[config.mk]
export PLATFORM = sky130hd
export DESIGN_NAME = reg_file_sb
export DESIGN_NICKNAME = d
export VERILOG_FILES = /design/src/rtl/reg_file_sb_pkg.sv /design/src/rtl/reg_scoreboard.sv /design/src/rtl/reg_file_sb.sv
export SDC_FILE = /design/constraint.sdc
export NUM_CORES = 2
export LEC_CHECK = 0
export ABC_CLOCK_PERIOD_IN_PS = 37500
export CORE_MARGIN = 3
export CORE_UTILIZATION = 45
export DETAILED_ROUTE_END_ITERATION = 12
export PLACE_DENSITY = 0.68
export SYNTH_ARGS = -nofsm -noshare
export SYNTH_HDL_FRONTEND = slang
export SYNTH_SLANG_ARGS = --single-unit
[constraint.sdc]
create_clock -name clk -period 37.5 [get_ports clk]
set_input_delay 3.75 -clock clk [delete_from_list [all_inputs] [get_ports clk]]
set_output_delay 3.75 -clock clk [all_outputs]
set_load 0.05 [all_outputs]
[src/rtl/reg_file_sb_pkg.sv]
// reg_file_sb_pkg
// Shared defaults and derived widths for the scoreboarded register file.
//   XLEN_DEF  - default register data width
//   NREGS_DEF - default register count (power of two, >= 2)
//   NRD_DEF   - default number of read ports
//   ZERO_REG  - index of the hardwired-zero register
//   addr_width(n) - register index width for an n-entry file
//   cnt_width(n)  - width needed to count 0..n busy registers
package reg_file_sb_pkg;

  localparam int XLEN_DEF  = 32;
  localparam int NREGS_DEF = 32;
  localparam int NRD_DEF   = 2;
  localparam int ZERO_REG  = 0;

  function automatic int addr_width(input int nregs);
    return $clog2(nregs);
  endfunction

  function automatic int cnt_width(input int nregs);
    return $clog2(nregs + 1);
  endfunction

endpackage

[src/rtl/reg_scoreboard.sv]
// reg_scoreboard
// Busy-bit scoreboard for the register file. A reservation sets a busy bit,
// a writeback clears it; a set and clear to the same register in one cycle
// leaves it busy. busy_cnt is tracked incrementally and always equals the
// popcount of busy_vec. Register 0 is never marked busy.
// Ports:
//   clk, reset           - clock, async active-high reset
//   set_en, set_addr     - reservation request
//   clr_en, clr_addr     - writeback (clear) request
//   busy_vec             - registered busy bit per register
//   busy_cnt             - registered number of busy registers
module reg_scoreboard
  import reg_file_sb_pkg::*;
#(
  parameter  int NREGS = NREGS_DEF,
  localparam int AW    = addr_width(NREGS),
  localparam int CW    = cnt_width(NREGS)
) (
  input  logic             clk,
  input  logic             reset,
  input  logic             set_en,
  input  logic [AW-1:0]    set_addr,
  input  logic             clr_en,
  input  logic [AW-1:0]    clr_addr,
  output logic [NREGS-1:0] busy_vec,
  output logic [CW-1:0]    busy_cnt
);

  localparam logic [AW-1:0] ZA  = AW'(ZERO_REG);
  localparam logic [CW-1:0] ONE = CW'(1);

  logic             set_hit;
  logic             clr_hit;
  logic             inc;
  logic             dec;
  logic [NREGS-1:0] busy_next;

  always_comb begin
    set_hit   = set_en && (set_addr != ZA);
    clr_hit   = clr_en && (clr_addr != ZA);
    busy_next = busy_vec;
    if (clr_hit) busy_next[clr_addr] = 1'b0;
    // set is applied last so it wins a same-register collision
    if (set_hit) busy_next[set_addr] = 1'b1;
    // count only real 0->1 / 1->0 transitions so re-reserving a busy
    // register or writing an idle one leaves the count alone
    inc = set_hit && !busy_vec[set_addr];
    dec = clr_hit && busy_vec[clr_addr] && !(set_hit && (set_addr == clr_addr));
  end

  always_ff @(posedge clk or posedge reset) begin
    if (reset) begin
      busy_vec <= '0;
      busy_cnt <= '0;
    end else begin
      busy_vec <= busy_next;
      if (inc && !dec) begin
        busy_cnt <= busy_cnt + ONE;
      end else if (dec && !inc) begin
        busy_cnt <= busy_cnt - ONE;
      end
    end
  end

endmodule

[src/rtl/reg_file_sb.sv]
// reg_file_sb
// Register file with NRD combinational read ports, one writeback port and a
// busy scoreboard. Register 0 reads zero, ignores writes, is never busy.
// Optional feature macro: REGFILE_BYPASS_EN -- when defined, a read port
// whose address matches the in-flight writeback returns rwd in the same cycle
// and reports not-busy unless the same register is being re-reserved.
// Ports:
//   clk, reset          - clock, async active-high reset
//   rs_addr / rd_data   - packed read addresses / read data, port i at slice i
//   rd_busy             - busy flag of each read port's register
//   write, rw, rwd      - writeback enable, index, data
//   rsv_valid, rsv_addr - destination reservation at issue
//   busy_vec, busy_cnt  - scoreboard state
module reg_file_sb
  import reg_file_sb_pkg::*;
#(
  parameter  int XLEN  = XLEN_DEF,
  parameter  int NREGS = NREGS_DEF,
  parameter  int NRD   = NRD_DEF,
  localparam int AW    = addr_width(NREGS),
  localparam int CW    = cnt_width(NREGS)
) (
  input  logic                clk,
  input  logic                reset,
  input  logic [NRD*AW-1:0]   rs_addr,
  output logic [NRD*XLEN-1:0] rd_data,
  output logic [NRD-1:0]      rd_busy,
  input  logic                write,
  input  logic [AW-1:0]       rw,
  input  logic [XLEN-1:0]     rwd,
  input  logic                rsv_valid,
  input  logic [AW-1:0]       rsv_addr,
  output logic [NREGS-1:0]    busy_vec,
  output logic [CW-1:0]       busy_cnt
);

  localparam logic [AW-1:0] ZA = AW'(ZERO_REG);

  logic [XLEN-1:0] regs [NREGS];

  reg_scoreboard #(
    .NREGS (NREGS)
  ) u_sb (
    .clk      (clk),
    .reset    (reset),
    .set_en   (rsv_valid),
    .set_addr (rsv_addr),
    .clr_en   (write),
    .clr_addr (rw),
    .busy_vec (busy_vec),
    .busy_cnt (busy_cnt)
  );

  // entry 0 is never written, so it stays at its reset value of zero
  always_ff @(posedge clk or posedge reset) begin
    if (reset) begin
      for (int i = 0; i < NREGS; i++) begin
        regs[i] <= '0;
      end
    end else if (write && (rw != ZA)) begin
      regs[rw] <= rwd;
    end
  end

  // outputs are forced low during reset so the bypass path cannot leak rwd
  always_comb begin
    rd_data = '0;
    rd_busy = '0;
    for (int i = 0; i < NRD; i++) begin
      if (!reset && (rs_addr[i*AW +: AW] != ZA)) begin
        rd_data[i*XLEN +: XLEN] = regs[rs_addr[i*AW +: AW]];
        rd_busy[i]              = busy_vec[rs_addr[i*AW +: AW]];
`ifdef REGFILE_BYPASS_EN
        if (write && (rw == rs_addr[i*AW +: AW])) begin
          rd_data[i*XLEN +: XLEN] = rwd;
          rd_busy[i]              = rsv_valid && (rsv_addr == rw);
        end
`endif
      end
    end
  end

endmodule

==> flow_summary.json <==
{
  "status": "finished clean",
  "maxSlewViolCount": 0,
  "required_ps": 33750,
  "setup_viol": 0,
  "place.port_buffers": 159,
  "cts_root_buf": "clkbuf_16",
  "grt_pass1_wl_mm": 239,
  "p_leak_nw": 27.1,
  "path_max_fanout": 118,
  "endpoint_kind": "primary output",
  "grt_max_degree": 179,
  "clk_pin_slew_ps": 60,
  "pin_count": 160,
  "critPathKind": "in -> out",
  "syn_avg_cell_area_um2": 15.8,
  "vias": 34309,
  "ys_types": 56,
  "power_w": 0.00351,
  "clk_latency_ps": 720,
  "start_util_pct": 45.4,
  "synth_seq_area_share_pct": 46.6,
  "drtIter0Drc": 2776,
  "cts_sinks": 1062,
  "via_per_inst": 6.49,
  "cts_buffers": 112,
  "synth_seq_cells": 1062,
  "layout-drive-gt1-share_pct": 50.2,
  "finalSetupTns_ps": 0,
  "post-cts-setup-buffers": 0,
  "period_share_pct": 33.2,
  "first_pass_iters": 5,
  "hold_buffers": 0,
  "clock.fmax_mhz": 80.3,
  "most-common-layout-cells": "dfrtp_1 (1062), mux2_2 (974), mux4_2 (539), mux2i_1 (273), clkdlybuf4s50_1 (153)",
  "final_common_cell": "dfrtp_1",
  "async_reset_ff_share_pct": 100,
  "min-delay-path-class": "reg -> reg",
  "syn_inst": 3616,
  "syn_to_final_growth_pct": 11.3,
  "synth_ff_type": "dfrtp_1",
  "die_y_um": 362,
  "design.die.area_um2": 131000,
  "grt_pass1_vias": 36168,
  "grtUsageTotal_pct": 24.2,
  "gp_congestion": 0.788,
  "drv_cap": 0,
  "syn-num-nets": 3678,
  "skew_ps": 5.42,
  "wl_per_cell_um": 29.8,
  "syn-cell-area_um2": 57000,
  "critPathLaunchType": "input port",
  "cts_tree": "yes",
  "critPathArrivalTime_ps": 8700,
  "synth_edf_count": 0,
  "synth_warnings": 0,
  "rsz0062_at_grt": "false",
  "min_period_ps": 12450,
  "power.density_nw_per_um2": 55.2,
  "hold_violations": 0,
  "ir_worst_vdd_mv": 0.0400,
  "ant_nets": 0,
  "nNetsFinal": 3600,
  "relSlewSlack_pct": 19.7,
  "htreeDepth": 3,
  "antenna_found_initial": 3,
  "worstMarginPinSlew_ps": 1210,
  "row_count": 130,
  "grt_overflow": 0,
  "core-area_um2": 126000,
  "wl_mm": 157,
  "die_width_um": 362,
  "clockBufferDepth": 3,
  "hpwl_mm": 86.0,
  "cts_resized": 0,
  "route.detailed.drc": 0
}
cell type report:
class | count | area [um^2]
sequential | 1062 | 26600
clock buffer | 151 | 3180
inverter | 8 | 37.5
fill | 10293 | 62200
multi-input combinational | 2129 | 28700
tap | 1650 | 2060
timing repair buffer | 225 | 2180
clock inverter | 60 | 812
antenna | 3 | 7.51
cell usage after synthesis (all sizes together) (8+ instances only):
library cell	number	area share, %
mux2	995	20
clkbuf	179	1.2
nand3	10	0.11
mux4	539	21
buf	238	2.2
o221ai	66	1.0
o21ai	26	0.23
inv	8	0.053
dfrtp	1062	47
nor2	20	0.21
a22o	11	0.17
mux2i	273	4.8
nand2	34	0.22
o22a	66	1.0
sequential cells by signal, indices dropped and copies added (netlist names):
name and count:
regs 1024, u_sb.busy_vec 32, u_sb.busy_cnt 6
path summary, 6_finish.rpt:
| check | startpoint | to | slack (ps) | cells past startpoint |
|---|---|---|---|---|
| max | rs_addr[0] | rd_data[25] | 25050 | 9 |
| min | regs[1000] | regs[1000] | 390 | 0 |
| max reg2reg | u_sb.busy_vec[3] | u_sb.busy_cnt[5] | 33790 | 13 |
| min reg2reg | regs[1000] | regs[1000] | 390 | 0 |
| max in group asynchronous | reset | regs[443] | 28990 | 7 |
| min in group asynchronous | reset | regs[104] | 3700 | 2 |
worst max-delay path, stage by stage:
cell and delay [ps]:
buf_8 300, buf_12 800, buf_4 900, buf_4 790
mux4_2 590, mux2i_1 170, o22a_1 220, o221ai_1 200
clkdlybuf4s50_1 790
metrics by stage:
| stage | hold slack, ps | utilization, % | instances | worst slack [ps] | area [um^2] |
|---|---|---|---|---|---|
| 6_report | 395 | 50.5 | 5288 | 25050 | 63500 |
| 5_1_grt | 407 | 50.5 | 5286 | 24620 | 63500 |
| 4_1_cts | 397 | 50.5 | 5285 | 24940 | 63500 |
| 3_5_place_dp | 382 | 47.3 | 5074 | 24960 | 59500 |
| 3_3_place_gp | 376 | 47.3 | 5074 | 24960 | 59500 |
| 2_1_floorplan | 441 | - | 3616 | 2250 | 57000 |
kinds of logic after synthesis:
family | after synthesis | share of synthesized area (%)
simple gates | 113 | 1.20
compound gates | 194 | 2.76
mux | 1807 | 45.7
xor+xnor | 9 | 0.138
fa+ha+maj | 6 | 0.145
flops | 1062 | 46.6
buf+inv | 425 | 3.47
power by group:
| group | leakage (nW) | switching [W] | internal (W) | total, W |
|---|---|---|---|---|
| sequential | 13.6 | 0.000166 | 0.00137 | 0.00153 |
| clock | 1.96 | 0.000482 | 0.000713 | 0.00120 |
| combinational | 11.6 | 0.000333 | 0.000448 | 0.000781 |
| total | 27.1 | 0.000981 | 0.00253 | 0.00351 |
layer usage:
layer  vias up  track usage (%)  part of all wire [%]
met5         -                0                0.0083
met4         2             7.69                   3.0
met3       275             3.73                   5.8
met2      1118             39.1                    48
met1     18876             33.9                    43
li1      14038                -                     -
Note: power is estimated with default switching activity, not from simulation.
